==> src/rtl/icache_axi_read_bridge.sv <==
// Instruction-cache to AXI4 read bridge: turns line-refill / uncached requests into
// one AR burst at a time and streams R beats back, draining them silently on flush.
module icache_axi_read_bridge #(
  parameter int         LINE_WORDS        = 8,
  parameter int         LINE_OFFSET_WIDTH = 5,
  parameter logic [3:0] AXI_ID            = 4'd0
) (
  input  logic        clk,
  input  logic        rst,
  input  logic [31:0] c_araddr,
  input  logic        c_arvalid,
  input  logic        c_cached,
  output logic        c_arready,
  output logic [31:0] c_rdata,
  output logic        c_rvalid,
  output logic        c_rlast,
  input  logic        c_rready,
  input  logic        flush,
  output logic        err,
  output logic [3:0]  arid,
  output logic [31:0] araddr,
  output logic [7:0]  arlen,
  output logic [2:0]  arsize,
  output logic [1:0]  arburst,
  output logic        arvalid,
  input  logic        arready,
  input  logic [3:0]  rid,
  input  logic [31:0] rdata,
  input  logic [1:0]  rresp,
  input  logic        rlast,
  input  logic        rvalid,
  output logic        rready
);

  localparam logic [7:0] BURST_LEN = 8'(LINE_WORDS - 1);

  typedef enum logic [1:0] {S_IDLE, S_AR, S_R, S_DRAIN} state_t;

  state_t     state, state_nxt;
  logic [7:0] beat_cnt;
  logic       flush_pend;
  logic       accept;
  logic       beat;

  // Flags a beat whose response, ID or RLAST position disagrees with the issued burst.
  function automatic logic beat_error(input logic [1:0] resp, input logic [3:0] id,
                                      input logic last, input logic [7:0] cnt,
                                      input logic [7:0] len);
    return (resp != 2'b00) || (id != AXI_ID) ||
           (last && (cnt != len)) || ((cnt == len) && !last);
  endfunction

  assign accept  = (state == S_IDLE) && !flush && c_arvalid;
  assign beat    = rvalid && rready;
  assign arid    = AXI_ID;
  assign arsize  = 3'b010;
  assign arburst = 2'b01;

  always_ff @(posedge clk or posedge rst) begin
    if (rst) state <= S_IDLE;
    else     state <= state_nxt;
  end

  always_comb begin
    state_nxt = state;
    case (state)
      S_IDLE:  if (accept) state_nxt = S_AR;
      S_AR:    if (arready) state_nxt = (flush_pend || flush) ? S_DRAIN : S_R;
      S_R: begin
        if (flush)              state_nxt = S_DRAIN;
        else if (beat && rlast) state_nxt = S_IDLE;
      end
      S_DRAIN: if (rvalid && rlast) state_nxt = S_IDLE;
      default: state_nxt = S_IDLE;
    endcase
  end

  // R channel is a straight pass-through; flush masks it in the same cycle.
  always_comb begin
    arvalid  = (state == S_AR);
    rready   = 1'b0;
    c_rvalid = 1'b0;
    c_rlast  = 1'b0;
    c_rdata  = rdata;
    case (state)
      S_R: begin
        rready   = c_rready && !flush;
        c_rvalid = rvalid && !flush;
        c_rlast  = rlast && !flush;
      end
      S_DRAIN: rready = 1'b1;
      default: ;
    endcase
  end

  always_ff @(posedge clk or posedge rst) begin
    if (rst) begin
      c_arready  <= 1'b0;
      araddr     <= '0;
      arlen      <= '0;
      beat_cnt   <= '0;
      flush_pend <= 1'b0;
      err        <= 1'b0;
    end else begin
      c_arready <= accept;
      err       <= beat && beat_error(rresp, rid, rlast, beat_cnt, arlen);
      if (accept) begin
        araddr <= c_cached ? {c_araddr[31:LINE_OFFSET_WIDTH], {LINE_OFFSET_WIDTH{1'b0}}}
                           : c_araddr;
        arlen  <= c_cached ? BURST_LEN : 8'd0;
      end
      if (state == S_AR) begin
        if (flush)   flush_pend <= 1'b1;
        if (arready) beat_cnt   <= '0;
      end else if (beat) begin
        beat_cnt <= beat_cnt + 8'd1;
      end
      if ((state == S_DRAIN) && rvalid && rlast) flush_pend <= 1'b0;
    end
  end

endmodule

==> config.mk <==
export PLATFORM = sky130hd
export DESIGN_NAME = icache_axi_read_bridge
export DESIGN_NICKNAME = d
export VERILOG_FILES = /design/src/rtl/icache_axi_read_bridge.sv
export SDC_FILE = /design/constraint.sdc
export NUM_CORES = 1
export LEC_CHECK = 0
export CAP_MARGIN = 5
export CORE_MARGIN = 2
export CORE_UTILIZATION = 35
export CTS_CLUSTER_DIAMETER = 200
export DETAILED_ROUTE_END_ITERATION = 16
export PLACE_DENSITY_LB_ADDON = 0.25
export SYNTH_ARGS = -nofsm -noshare
export SYNTH_HDL_FRONTEND = slang
export SYNTH_SLANG_ARGS = --single-unit
==> constraint.sdc <==
create_clock -name clk -period 2.15 [get_ports clk]
set_input_delay 0.215 -clock clk [delete_from_list [all_inputs] [get_ports clk]]
set_output_delay 0.215 -clock clk [all_outputs]
set_load 0.02 [all_outputs]
==> results of run 1 <==
[metal layers]
| metal | vias up | wire length, um | global-route usage [%] |
|---|---|---|---|
| li1 | 766 | - | - |
| met2 | 68 | 2030 | 18.9 |
| met5 | - | 0 | 0 |
| met1 | 760 | 1910 | 15.7 |
| met4 | 0 | 106 | 6.20 |
| met3 | 16 | 462 | 4.47 |
[worst max-delay path, delay by kind of cell, from the launching register on]
family	cells	cell delay [ns]
buffers and inverters	1	0.65
flip-flops	1	0.58
AND/OR/NAND/NOR	1	0.24
[report_power, final]
| part | internal, mW | switching [mW] |
|---|---|---|
| registers | 1.24 | 0.259 |
| logic | 1.04 | 0.894 |
| clock network | 0.266 | 0.284 |
[final cells by class]
class / instances / area (um2) / area share, %
tap: 77 / 96.3 / 3.11
clock buffer: 7 / 86.3 / 2.79
inverter: 7 / 26.3 / 0.848
clock inverter: 1 / 8.76 / 0.283
sequential: 46 / 1150 / 37.2
timing repair buffer: 93 / 928 / 30.0
multi-input combinational: 112 / 800 / 25.8
[per-stage QoR]
step	hold WS, ns	std cells
2_1_floorplan	0.362	220
3_3_place_gp	0.430	335
3_5_place_dp	0.430	335
4_1_cts	0.295	343
5_1_grt	0.342	343
6_report	0.279	343
[cells by family after synthesis]
logic type	synth area share, %
AOI/OAI and AO/OA	7.54
xor gates and xnor gates	0.754
adders and majority gates	0.538
buffers and inverters	18.2
DFF	49.5
muxes	13.6
other	0.323
and+or+nand+nor	9.53
[registers in the layout, indices dropped and copies added, names as in the netlist]
| signal | count |
|---|---|
| beat_cnt | 8 |
| flush_pend | 1 |
| state | 2 |
| err | 1 |
| c_arready | 1 |
| arlen | 1 |
| araddr | 32 |
[final timing paths]
path | startpoint | endpoint | slack [ns] | cells after the start
max | state[0]$_DFFE_PP0P_ | arvalid | 0.18 | 2
min | rst | araddr[12]$_DFFE_PP0P_ | 0.28 | 2
max reg2reg | state[0]$_DFFE_PP0P_ | araddr[28]$_DFFE_PP0P_ | 0.47 | 3
min reg2reg | araddr[20]$_DFFE_PP0P_ | araddr[20]$_DFFE_PP0P_ | 0.51 | 1
max in group asynchronous | rst | araddr[3]$_DFFE_PP0P_ | 1.22 | 3
min in group clk | rdata[11] | c_rdata[11] | 0.43 | 0
[cells in the final DEF, fill, tap and decap left out, drive strengths merged, types with 6 or more instances in the layout]
master,netlist,layout
nand2,7,7
nand3,6,6
conb,2,14
buf,54,6
dfrtp,46,46
mux2,28,28
inv,7,8
clkbuf,1,7
clkdlybuf4s50,0,87
o21ai,12,12
==> flow_results.xml, run 1 <==
<?xml version="1.0" encoding="UTF-8"?>
<metrics>
  <group name="sta">
    <metric name="setup_viol_count_final" unit="">0</metric>
    <metric name="clock.fmax" unit="MHz">507</metric>
    <metric name="timing.clock.skew" unit="ns">0.0133</metric>
    <metric name="totalNegativeSetupSlack" unit="ns">0</metric>
    <metric name="fin_ws" unit="ns">0.179</metric>
    <metric name="maxSlewHeadroom" unit="%">64.0</metric>
    <metric name="finalCritPeriodShare" unit="%">91.7</metric>
    <metric name="final_period_minus_worst_setup_slack" unit="ns">1.97</metric>
    <metric name="rsz0062_at_grt" unit="">false</metric>
    <metric name="final-max-slew-violation-count" unit="">0</metric>
    <metric name="worst_pin_slew" unit="ns">0.540</metric>
    <metric name="hold_violations" unit="">0</metric>
  </group>
  <group name="outcome">
    <metric name="run_status" unit="">finished clean</metric>
  </group>
  <group name="yosys">
    <metric name="post_synth_main_area_contributors" unit="">sky130_fd_sc_hd__dfrtp_1, sky130_fd_sc_hd__buf_4, sky130_fd_sc_hd__mux2_2</metric>
    <metric name="synth-edff-count" unit="">0</metric>
    <metric name="netlist.area_leader.share" unit="%">49.5</metric>
    <metric name="synthesis.area" unit="mm2">0.00232</metric>
    <metric name="yosysWarningCount" unit="">0</metric>
    <metric name="synth-main-ff-cell" unit="">sky130_fd_sc_hd__dfrtp_1</metric>
    <metric name="postSynth.asyncResetShare" unit="%">100</metric>
    <metric name="synthDistinctLibCells" unit="">32</metric>
    <metric name="yosysSeqAreaShare" unit="%">49.5</metric>
    <metric name="synth-seq-cells" unit="">46</metric>
    <metric name="synthMostInstantiatedCell" unit="">sky130_fd_sc_hd__buf_4</metric>
    <metric name="synthDominantAreaCellType" unit="">sky130_fd_sc_hd__dfrtp_1</metric>
    <metric name="syn_area_per_cell" unit="um2">11.2</metric>
    <metric name="synthCells" unit="">208</metric>
    <metric name="synth_top_cells_by_count" unit="">sky130_fd_sc_hd__buf_4, sky130_fd_sc_hd__dfrtp_1, sky130_fd_sc_hd__mux2_2, sky130_fd_sc_hd__o21ai_0</metric>
  </group>
  <group name="grt">
    <metric name="grt_pass1_vias" unit="">1535</metric>
    <metric name="antenna_found_initial" unit="">0</metric>
    <metric name="grt_start_max_net_pins" unit="">27</metric>
    <metric name="globalRoute.totalOverflow" unit="">0</metric>
    <metric name="combined_global_route_utilization_of_all_metal_layers" unit="%">12.4</metric>
    <metric name="first_pass_grt_wire_length" unit="um">7240</metric>
  </group>
  <group name="floorplanning">
    <metric name="start_util" unit="%">36.4</metric>
    <metric name="die_h" unit="um">85.5</metric>
    <metric name="die_w" unit="um">85.5</metric>
    <metric name="ios" unit="">166</metric>
    <metric name="die_outline_area" unit="mm2">0.00731</metric>
    <metric name="core_area" unit="mm2">0.00639</metric>
    <metric name="rows" unit="">29</metric>
  </group>
  <group name="routing">
    <metric name="drc" unit="">0</metric>
    <metric name="drt_first_iter_violations" unit="">51</metric>
    <metric name="routed_wire_length" unit="um">4510</metric>
    <metric name="viasPerCell" unit="">4.69</metric>
    <metric name="drtAntennaViolNets" unit="">0</metric>
    <metric name="post_drt_wl_per_cell" unit="um">13.2</metric>
    <metric name="detailroute.via_count" unit="">1610</metric>
    <metric name="firstDrtPassIters" unit="">4</metric>
  </group>
  <group name="cts">
    <metric name="cts-hold-fix-buffers" unit="">0</metric>
    <metric name="clockRootBuffer" unit="">sky130_fd_sc_hd__clkbuf_8</metric>
    <metric name="clk_transition_reported_paths" unit="ns">0.09</metric>
    <metric name="post_cts_resize_count" unit="">0</metric>
    <metric name="clock_latency_late_sink" unit="ns">0.30</metric>
    <metric name="cts.path.max_buffers" unit="">2</metric>
    <metric name="cts.sinks" unit="">46</metric>
    <metric name="cts.htree.levels" unit="">2</metric>
    <metric name="cts_inserted_buffers" unit="">5</metric>
    <metric name="cts_setup_buffers" unit="">0</metric>
    <metric name="clock_tree_from_tritoncts" unit="">built</metric>
  </group>
  <group name="place">
    <metric name="gp_routability_congestion" unit="">0.786</metric>
    <metric name="port_buffers" unit="">87</metric>
    <metric name="detailed_place.area" unit="mm2">0.00300</metric>
    <metric name="detailed_place_hpwl" unit="um">3370</metric>
    <metric name="pre_cts_slack" unit="ns">0.178</metric>
  </group>
  <group name="worst_setup_path">
    <metric name="worst_ep_arrival_time" unit="ns">1.76</metric>
    <metric name="worst_ep_required_time" unit="ns">1.93</metric>
    <metric name="path_class" unit="">reg -&gt; out</metric>
    <metric name="cpMaxStageDelayCell" unit="">sky130_fd_sc_hd__clkdlybuf4s50_1</metric>
    <metric name="sort_of_element_at_the_start_of_the_critical_path" unit="">register</metric>
    <metric name="critical_path.max_stage_delay" unit="ns">0.65</metric>
    <metric name="timing.critical_path.cells" unit="">nor2b_1 -&gt; clkdlybuf4s50_1</metric>
    <metric name="timing.critical_path.fanout_max" unit="">14</metric>
    <metric name="setup.worst_path.end_class" unit="">primary output</metric>
  </group>
  <group name="power_and_ir_drop">
    <metric name="vdd_drop_max" unit="uV">690</metric>
    <metric name="power_density" unit="mW/mm2">1280</metric>
    <metric name="cellLeakagePower" unit="nW">1.29</metric>
    <metric name="power" unit="mW">3.98</metric>
  </group>
  <group name="cells_and_area">
    <metric name="antennaDiodeCount" unit="">0</metric>
    <metric name="n_fill_cell" unit="">622</metric>
    <metric name="flow.area_growth_from_synthesis" unit="%">33.3</metric>
    <metric name="final_core_utilization" unit="%">48.5</metric>
    <metric name="net_count_reported_at_finish" unit="">345</metric>
    <metric name="drive_gt1_share" unit="%">17.3</metric>
    <metric name="postLayoutCellArea" unit="mm2">0.00310</metric>
  </group>
  <group name="flow_run">
    <metric name="drv.max_cap_violation_count" unit="">0</metric>
  </group>
  <group name="worst_hold_path">
    <metric name="timing.hold.worst.class" unit="">in -&gt; async</metric>
  </group>
</metrics>
Power figures use the tool's default switching activity.
==> run 2, diff against run 1 <==
Settings changed: ABC_AREA from default to 1, CORE_UTILIZATION 35 to 36.
==> run 2 against run 1 <==
Wire length up 19%. Highest routed layer unchanged. Combinational power up 7%. Hold slack worse by 0.027 ns. Sequential power about the same. Critical endpoint is now c_rlast. First-iteration DRC count up 18%. Fmax up 0.63%. Clock skew down 0.0095 ns.
==> flow_results.xml, run 2 <==
<?xml version="1.0" encoding="UTF-8"?>
<metrics>
  <group name="outcome">
    <metric name="run_status" unit="">finished clean</metric>
  </group>
  <group name="worst_setup_path">
    <metric name="gate_family_responsible_for_the_most_delay_along_the_worst_path" unit="">buffers and inverters</metric>
    <metric name="worst_ep_arrival_time" unit="ns">1.74</metric>
    <metric name="setup.worst_path.end_class" unit="">primary output</metric>
    <metric name="crit-reg2reg-launch" unit="">state[1]$_DFFE_PP0P_</metric>
    <metric name="regToRegSetupSlack" unit="ns">0.73</metric>
    <metric name="timing.critical_path.fanout_max" unit="">4</metric>
    <metric name="buffers_plus_inverters_on_the_worst_setup_path" unit="">3</metric>
    <metric name="worst_ep_required_time" unit="ns">1.93</metric>
    <metric name="critical_path.max_stage_delay" unit="ns">0.61</metric>
    <metric name="sort_of_element_at_the_start_of_the_critical_path" unit="">register</metric>
    <metric name="timing.critical_path.depth" unit="">6</metric>
    <metric name="reg2reg_depth" unit="">5</metric>
    <metric name="regToRegEndpoint" unit="">araddr[18]$_DFFE_PP0P_</metric>
    <metric name="path_common_cell" unit="">sky130_fd_sc_hd__nor2_1</metric>
    <metric name="timing.critical_path.cells" unit="">inv_2 -&gt; nand2_1 -&gt; nor2_1 -&gt; inv_1 -&gt; nor2_1 -&gt; clkdlybuf4s50_1</metric>
    <metric name="path_class" unit="">reg -&gt; out</metric>
    <metric name="cpMaxStageDelayCell" unit="">sky130_fd_sc_hd__clkdlybuf4s50_1</metric>
  </group>
  <group name="grt">
    <metric name="antenna_found_initial" unit="">0</metric>
    <metric name="globalRoute.totalOverflow" unit="">0</metric>
    <metric name="grt_start_max_net_pins" unit="">29</metric>
    <metric name="combined_global_route_utilization_of_all_metal_layers" unit="%">14.8</metric>
    <metric name="first_pass_grt_wire_length" unit="um">8790</metric>
    <metric name="grt_pass1_vias" unit="">1975</metric>
  </group>
  <group name="cells_and_area">
    <metric name="drive_gt1_share" unit="%">7.08</metric>
    <metric name="postLayoutCellArea" unit="mm2">0.00319</metric>
    <metric name="register_containing_the_most_flip_flops_in_the_final_layout" unit="">araddr</metric>
    <metric name="net_count_reported_at_finish" unit="">433</metric>
    <metric name="layout.cells.most_common_list" unit="">sky130_fd_sc_hd__nand2_1, sky130_fd_sc_hd__clkdlybuf4s50_1, sky130_fd_sc_hd__dfrtp_1, sky130_fd_sc_hd__inv_1, sky130_fd_sc_hd__conb_1</metric>
    <metric name="mostFrequentLayoutCell" unit="">sky130_fd_sc_hd__nand2_1</metric>
    <metric name="antennaDiodeCount" unit="">0</metric>
    <metric name="largest_register_ffs" unit="">32</metric>
    <metric name="reg.largest.list" unit="">araddr (32), beat_cnt (8), state (2)</metric>
    <metric name="flow.area_growth_from_synthesis" unit="%">31.3</metric>
  </group>
  <group name="yosys">
    <metric name="synth_top_cells_by_count" unit="">sky130_fd_sc_hd__nand2_1, sky130_fd_sc_hd__buf_4, sky130_fd_sc_hd__dfrtp_1, sky130_fd_sc_hd__inv_1, sky130_fd_sc_hd__nor2_1</metric>
    <metric name="synthesis.area" unit="mm2">0.00243</metric>
    <metric name="netlist.area_leader.share" unit="%">47.4</metric>
    <metric name="synth-edff-count" unit="">0</metric>
    <metric name="syn_area_per_cell" unit="um2">8.15</metric>
    <metric name="synthCells" unit="">298</metric>
    <metric name="post_synth_main_area_contributors" unit="">sky130_fd_sc_hd__dfrtp_1, sky130_fd_sc_hd__nand2_1, sky130_fd_sc_hd__buf_4</metric>
    <metric name="postSynth.asyncResetShare" unit="%">100</metric>
    <metric name="synthDominantAreaCellType" unit="">sky130_fd_sc_hd__dfrtp_1</metric>
    <metric name="synthMostInstantiatedCell" unit="">sky130_fd_sc_hd__nand2_1</metric>
    <metric name="synthDistinctLibCells" unit="">26</metric>
    <metric name="yosysSeqAreaShare" unit="%">47.4</metric>
    <metric name="yosysWarningCount" unit="">0</metric>
    <metric name="synth-main-ff-cell" unit="">sky130_fd_sc_hd__dfrtp_1</metric>
    <metric name="synth-seq-cells" unit="">46</metric>
  </group>
  <group name="sta">
    <metric name="clock.fmax" unit="MHz">511</metric>
    <metric name="rsz0062_at_grt" unit="">false</metric>
    <metric name="setup_viol_count_final" unit="">0</metric>
    <metric name="totalNegativeSetupSlack" unit="ns">0</metric>
    <metric name="final-max-slew-violation-count" unit="">0</metric>
    <metric name="hold_violations" unit="">0</metric>
    <metric name="timing.clock.skew" unit="ns">0.00380</metric>
    <metric name="final_period_minus_worst_setup_slack" unit="ns">1.96</metric>
    <metric name="finalCritPeriodShare" unit="%">91.1</metric>
    <metric name="hold_slack" unit="ns">0.252</metric>
  </group>
  <group name="power_and_ir_drop">
    <metric name="seq_power_share" unit="%">35.2</metric>
    <metric name="switching_share" unit="%">39.3</metric>
    <metric name="pwr-share-comb" unit="%">49.3</metric>
    <metric name="cellLeakagePower" unit="nW">1.57</metric>
    <metric name="power.net_switching" unit="mW">1.64</metric>
    <metric name="vdd_drop_max" unit="uV">651</metric>
    <metric name="power_density" unit="mW/mm2">1310</metric>
    <metric name="p_clk_share" unit="%">15.5</metric>
    <metric name="internal_power" unit="mW">2.54</metric>
  </group>
  <group name="place">
    <metric name="gp_routability_congestion" unit="">0.826</metric>
    <metric name="detailed_place_hpwl" unit="um">3940</metric>
    <metric name="port_buffers" unit="">87</metric>
    <metric name="detailed_place.area" unit="mm2">0.00308</metric>
  </group>
  <group name="routing">
    <metric name="detailroute.via_count" unit="">1948</metric>
    <metric name="drtAntennaViolNets" unit="">0</metric>
    <metric name="drt_first_iter_violations" unit="">60</metric>
    <metric name="routed_wire_length" unit="um">5390</metric>
    <metric name="firstDrtPassIters" unit="">4</metric>
    <metric name="drc" unit="">0</metric>
    <metric name="viasPerCell" unit="">4.53</metric>
    <metric name="post_drt_wl_per_cell" unit="um">12.5</metric>
  </group>
  <group name="floorplanning">
    <metric name="ios" unit="">166</metric>
    <metric name="die_h" unit="um">86.2</metric>
    <metric name="rows" unit="">29</metric>
    <metric name="core_area" unit="mm2">0.00642</metric>
    <metric name="die_w" unit="um">86.2</metric>
    <metric name="die_outline_area" unit="mm2">0.00742</metric>
    <metric name="start_util" unit="%">37.8</metric>
  </group>
  <group name="cts">
    <metric name="cts_setup_buffers" unit="">0</metric>
    <metric name="clk_transition_reported_paths" unit="ns">0.08</metric>
    <metric name="clock_latency_late_sink" unit="ns">0.29</metric>
    <metric name="cts.sinks" unit="">46</metric>
    <metric name="post_cts_resize_count" unit="">0</metric>
    <metric name="cts.htree.levels" unit="">2</metric>
    <metric name="cts.path.max_buffers" unit="">2</metric>
    <metric name="cts_inserted_buffers" unit="">5</metric>
    <metric name="cts-hold-fix-buffers" unit="">0</metric>
    <metric name="clockRootBuffer" unit="">sky130_fd_sc_hd__clkbuf_8</metric>
    <metric name="clock_tree_from_tritoncts" unit="">built</metric>
  </group>
  <group name="worst_hold_path">
    <metric name="timing.hold.worst.class" unit="">in -&gt; async</metric>
  </group>
  <group name="flow_run">
    <metric name="drv.max_cap_violation_count" unit="">0</metric>
  </group>
</metrics>
## run 2: per-stage QoR
stage / power (mW) / setup slack (ns) / util [%] / std cells
after floorplan: 2.75 / 0.772 / - / 310
after global placement: 3.54 / 0.369 / 47.9 / 423
after detailed placement: 3.56 / 0.351 / 47.9 / 423
after CTS: 4.24 / 0.162 / 49.7 / 430
after global routing: 4.49 / 0.0499 / 49.7 / 430
final: 4.18 / 0.191 / 49.7 / 430
## run 2: final cells by class
cell class	instances	area, um2
Clock buffer	6	82.6
Inverter	25	93.8
Multi-Input combinational cell	185	830
Timing Repair Buffer	90	906
Sequential cell	46	1150
Tap cell	77	96.3
Fill cell	638	3230
Clock inverter	1	30.0
## run 2: worst max path at each step
stage,start,endpoint
5_1_grt,state[0]$_DFFE_PP0P_,c_rvalid
6_report,state[0]$_DFFE_PP0P_,c_rlast
4_1_cts,state[0]$_DFFE_PP0P_,c_rlast
3_3_place_gp,flush,rready
2_1_floorplan,state[1]$_DFFE_PP0P_,state[0]$_DFFE_PP0P_
3_5_place_dp,flush,rready
## run 2: worst reg2reg max path, delay by kind of cell, from the launching register on
kind / cells / cell delay [ns]
flops: 1 / 0.45
buf+inv: 1 / 0.39
simple gates: 4 / 0.52
## run 2: power by group through the flow
stage | clock (mW) | sequential [mW] | combinational [mW]
after floorplan | 0 | 1.82 | 0.930
after global placement | 0 | 1.48 | 2.06
after detailed placement | 0 | 1.47 | 2.08
after CTS | 0.676 | 1.47 | 2.09
after global routing | 0.704 | 1.52 | 2.26
final | 0.648 | 1.47 | 2.06
## run 2: cell families (layout without fill, tap and decap cells)
group,Yosys count,in the layout,synth area share (%)
other cells,2,14,0.309
simple gates,146,146,25.6
flops,46,46,47.4
buf+inv,79,122,20.3
fa+ha+maj,1,1,0.515
compound gates,24,24,5.87
## run 2: layer usage
metal  GRT usage [%]  wire length (um)  up-vias
li1                -                 -      971
met1            18.9              2430      884
met2            23.5              2420       82
met3            5.10               480       11
met4            4.76                57        0
met5               0                 0        -
==> run 3, diff against run 2 <==
Settings changed: CORE_MARGIN 2 to default.
==> run 3 against run 2 <==
The flow now finishes with violations (DRC). Fmax decreased by 0.99%. Sequential share of layout area up 0.071 points. Sequential power about the same. Highest routed layer unchanged.
==> flow_results.xml, run 3 (synthesized netlist as in run 2, its figures left out) <==
<?xml version="1.0" encoding="UTF-8"?>
<metrics>
  <group name="grt">
    <metric name="globalRoute.totalOverflow" unit="">0</metric>
    <metric name="first_pass_grt_wire_length" unit="um">8780</metric>
    <metric name="combined_global_route_utilization_of_all_metal_layers" unit="%">15.6</metric>
    <metric name="antenna_found_initial" unit="">0</metric>
    <metric name="grt_start_max_net_pins" unit="">47</metric>
    <metric name="grt_pass1_vias" unit="">1999</metric>
  </group>
  <group name="sta">
    <metric name="finalCritPeriodShare" unit="%">92.0</metric>
    <metric name="hold_slack" unit="ns">0.256</metric>
    <metric name="clock.fmax" unit="MHz">505</metric>
    <metric name="timing.clock.skew" unit="ns">0.00948</metric>
    <metric name="rsz0062_at_grt" unit="">false</metric>
    <metric name="totalNegativeSetupSlack" unit="ns">0</metric>
    <metric name="setup_viol_count_final" unit="">0</metric>
    <metric name="final-max-slew-violation-count" unit="">0</metric>
    <metric name="hold_violations" unit="">0</metric>
    <metric name="final_period_minus_worst_setup_slack" unit="ns">1.98</metric>
  </group>
  <group name="cts">
    <metric name="cts_setup_buffers" unit="">0</metric>
    <metric name="clock_latency_late_sink" unit="ns">0.30</metric>
    <metric name="cts.htree.levels" unit="">2</metric>
    <metric name="cts.sinks" unit="">46</metric>
    <metric name="clk_transition_reported_paths" unit="ns">0.09</metric>
    <metric name="post_cts_resize_count" unit="">0</metric>
    <metric name="clockRootBuffer" unit="">sky130_fd_sc_hd__clkbuf_8</metric>
    <metric name="clock_tree_from_tritoncts" unit="">built</metric>
    <metric name="cts-hold-fix-buffers" unit="">0</metric>
    <metric name="cts_inserted_buffers" unit="">5</metric>
    <metric name="cts.path.max_buffers" unit="">2</metric>
  </group>
  <group name="place">
    <metric name="port_buffers" unit="">87</metric>
    <metric name="gp_routability_congestion" unit="">0.781</metric>
    <metric name="detailed_place_hpwl" unit="um">3710</metric>
    <metric name="detailed_place.area" unit="mm2">0.00308</metric>
  </group>
  <group name="cells_and_area">
    <metric name="multiInputGateArea" unit="um2">830</metric>
    <metric name="largest_register_ffs" unit="">32</metric>
    <metric name="layout.cells.most_common_list" unit="">sky130_fd_sc_hd__nand2_1, sky130_fd_sc_hd__clkdlybuf4s50_1, sky130_fd_sc_hd__dfrtp_1, sky130_fd_sc_hd__inv_1, sky130_fd_sc_hd__conb_1</metric>
    <metric name="flow.area_growth_from_synthesis" unit="%">31.0</metric>
    <metric name="net_count_reported_at_finish" unit="">433</metric>
    <metric name="reg.largest.list" unit="">araddr (32), beat_cnt (8), state (2)</metric>
    <metric name="postLayoutCellArea" unit="mm2">0.00318</metric>
    <metric name="register_containing_the_most_flip_flops_in_the_final_layout" unit="">araddr</metric>
    <metric name="drive_gt1_share" unit="%">6.78</metric>
    <metric name="antennaDiodeCount" unit="">0</metric>
    <metric name="mostFrequentLayoutCell" unit="">sky130_fd_sc_hd__nand2_1</metric>
    <metric name="reg_area" unit="mm2">0.00115</metric>
    <metric name="n_fill_cell" unit="">636</metric>
  </group>
  <group name="floorplanning">
    <metric name="start_util" unit="%">37.8</metric>
    <metric name="rows" unit="">29</metric>
    <metric name="die_w" unit="um">84.2</metric>
    <metric name="die_h" unit="um">84.2</metric>
    <metric name="ios" unit="">166</metric>
    <metric name="die_outline_area" unit="mm2">0.00708</metric>
    <metric name="core_area" unit="mm2">0.00642</metric>
  </group>
  <group name="power_and_ir_drop">
    <metric name="vdd_drop_max" unit="uV">568</metric>
    <metric name="cellLeakagePower" unit="nW">1.57</metric>
    <metric name="power_density" unit="mW/mm2">1310</metric>
  </group>
  <group name="worst_setup_path">
    <metric name="crit-reg2reg-launch" unit="">state[1]$_DFFE_PP0P_</metric>
    <metric name="sort_of_element_at_the_start_of_the_critical_path" unit="">register</metric>
    <metric name="worst_ep_arrival_time" unit="ns">1.76</metric>
    <metric name="regToRegSetupSlack" unit="ns">0.69</metric>
    <metric name="setup.worst_path.end_class" unit="">primary output</metric>
    <metric name="reg2reg_depth" unit="">5</metric>
    <metric name="regToRegEndpoint" unit="">araddr[4]$_DFFE_PP0P_</metric>
    <metric name="timing.critical_path.fanout_max" unit="">6</metric>
    <metric name="path_class" unit="">reg -&gt; out</metric>
    <metric name="worst_ep_required_time" unit="ns">1.93</metric>
  </group>
  <group name="routing">
    <metric name="viasPerCell" unit="">4.59</metric>
    <metric name="drc" unit="">16</metric>
    <metric name="routed_wire_length" unit="um">5210</metric>
    <metric name="drt_first_iter_violations" unit="">165</metric>
    <metric name="post_drt_wl_per_cell" unit="um">12.1</metric>
    <metric name="detailroute.via_count" unit="">1977</metric>
    <metric name="firstDrtPassIters" unit="">12</metric>
    <metric name="drtAntennaViolNets" unit="">0</metric>
  </group>
  <group name="outcome">
    <metric name="run_status" unit="">finished, violations left</metric>
    <metric name="failing_checks" unit="">DRC</metric>
  </group>
  <group name="flow_run">
    <metric name="drv.max_cap_violation_count" unit="">0</metric>
  </group>
  <group name="worst_hold_path">
    <metric name="timing.hold.worst.class" unit="">in -&gt; async</metric>
  </group>
</metrics>
## run 3: cell count changes in the layout (fill, tap and decap cells not counted), sizes merged
cell,change
clkbuf,+1
## run 3: cell type report
type	instances	area share, %
tap	77	3.03
sequential	46	36.2
timing repair buffer	90	28.5
inverter	25	2.95
clock inverter	1	0.943
multi-input combinational	185	26.1
clock buffer	7	2.40
## run 3: per-layer routing
layer	vias to the layer above	routed length (um)	track usage (%)
li1	974	-	-
met1	908	2260	18.4
met2	85	2330	25.6
met3	10	532	5.90
met4	0	87	6.43
met5	-	0	0
## run 3: stage by stage
stage | util (%) | power (mW) | std cells | worst slack [ns]
after floorplan | - | 2.75 | 310 | 0.772
after global placement | 47.9 | 3.53 | 423 | 0.368
after detailed placement | 47.9 | 3.55 | 423 | 0.349
after CTS | 49.6 | 4.22 | 431 | 0.164
after global routing | 49.6 | 4.46 | 431 | 0.0281
final | 49.6 | 4.16 | 431 | 0.172
## run 3: power by group
part / switching (mW) / leakage (nW) / total (mW) / internal (mW)
Sequential: 0.246 / 0.583 / 1.48 / 1.23
Combinational: 1.12 / 0.931 / 2.05 / 0.939
Clock: 0.286 / 0.0524 / 0.634 / 0.348
## run 3: critical path, stage by stage (launching register included)
cell and delay (ns):
sky130_fd_sc_hd__dfrtp_1 0.47, sky130_fd_sc_hd__nand2_1 0.11, sky130_fd_sc_hd__nor2_1 0.13, sky130_fd_sc_hd__inv_1 0.07, sky130_fd_sc_hd__nor2_1 0.08, sky130_fd_sc_hd__clkdlybuf4s50_1 0.60
## run 3: how the worst max path moves through the flow
stage,from,endpoint,slack [ns],depth (start not counted)
3_3_place_gp,flush,rready,0.37,5
6_report,state[1]$_DFFE_PP0P_,c_rvalid,0.17,5
2_1_floorplan,state[1]$_DFFE_PP0P_,state[0]$_DFFE_PP0P_,0.77,7
5_1_grt,state[1]$_DFFE_PP0P_,c_rlast,0.03,5
3_5_place_dp,flush,rready,0.35,5
4_1_cts,state[1]$_DFFE_PP0P_,c_rvalid,0.16,5
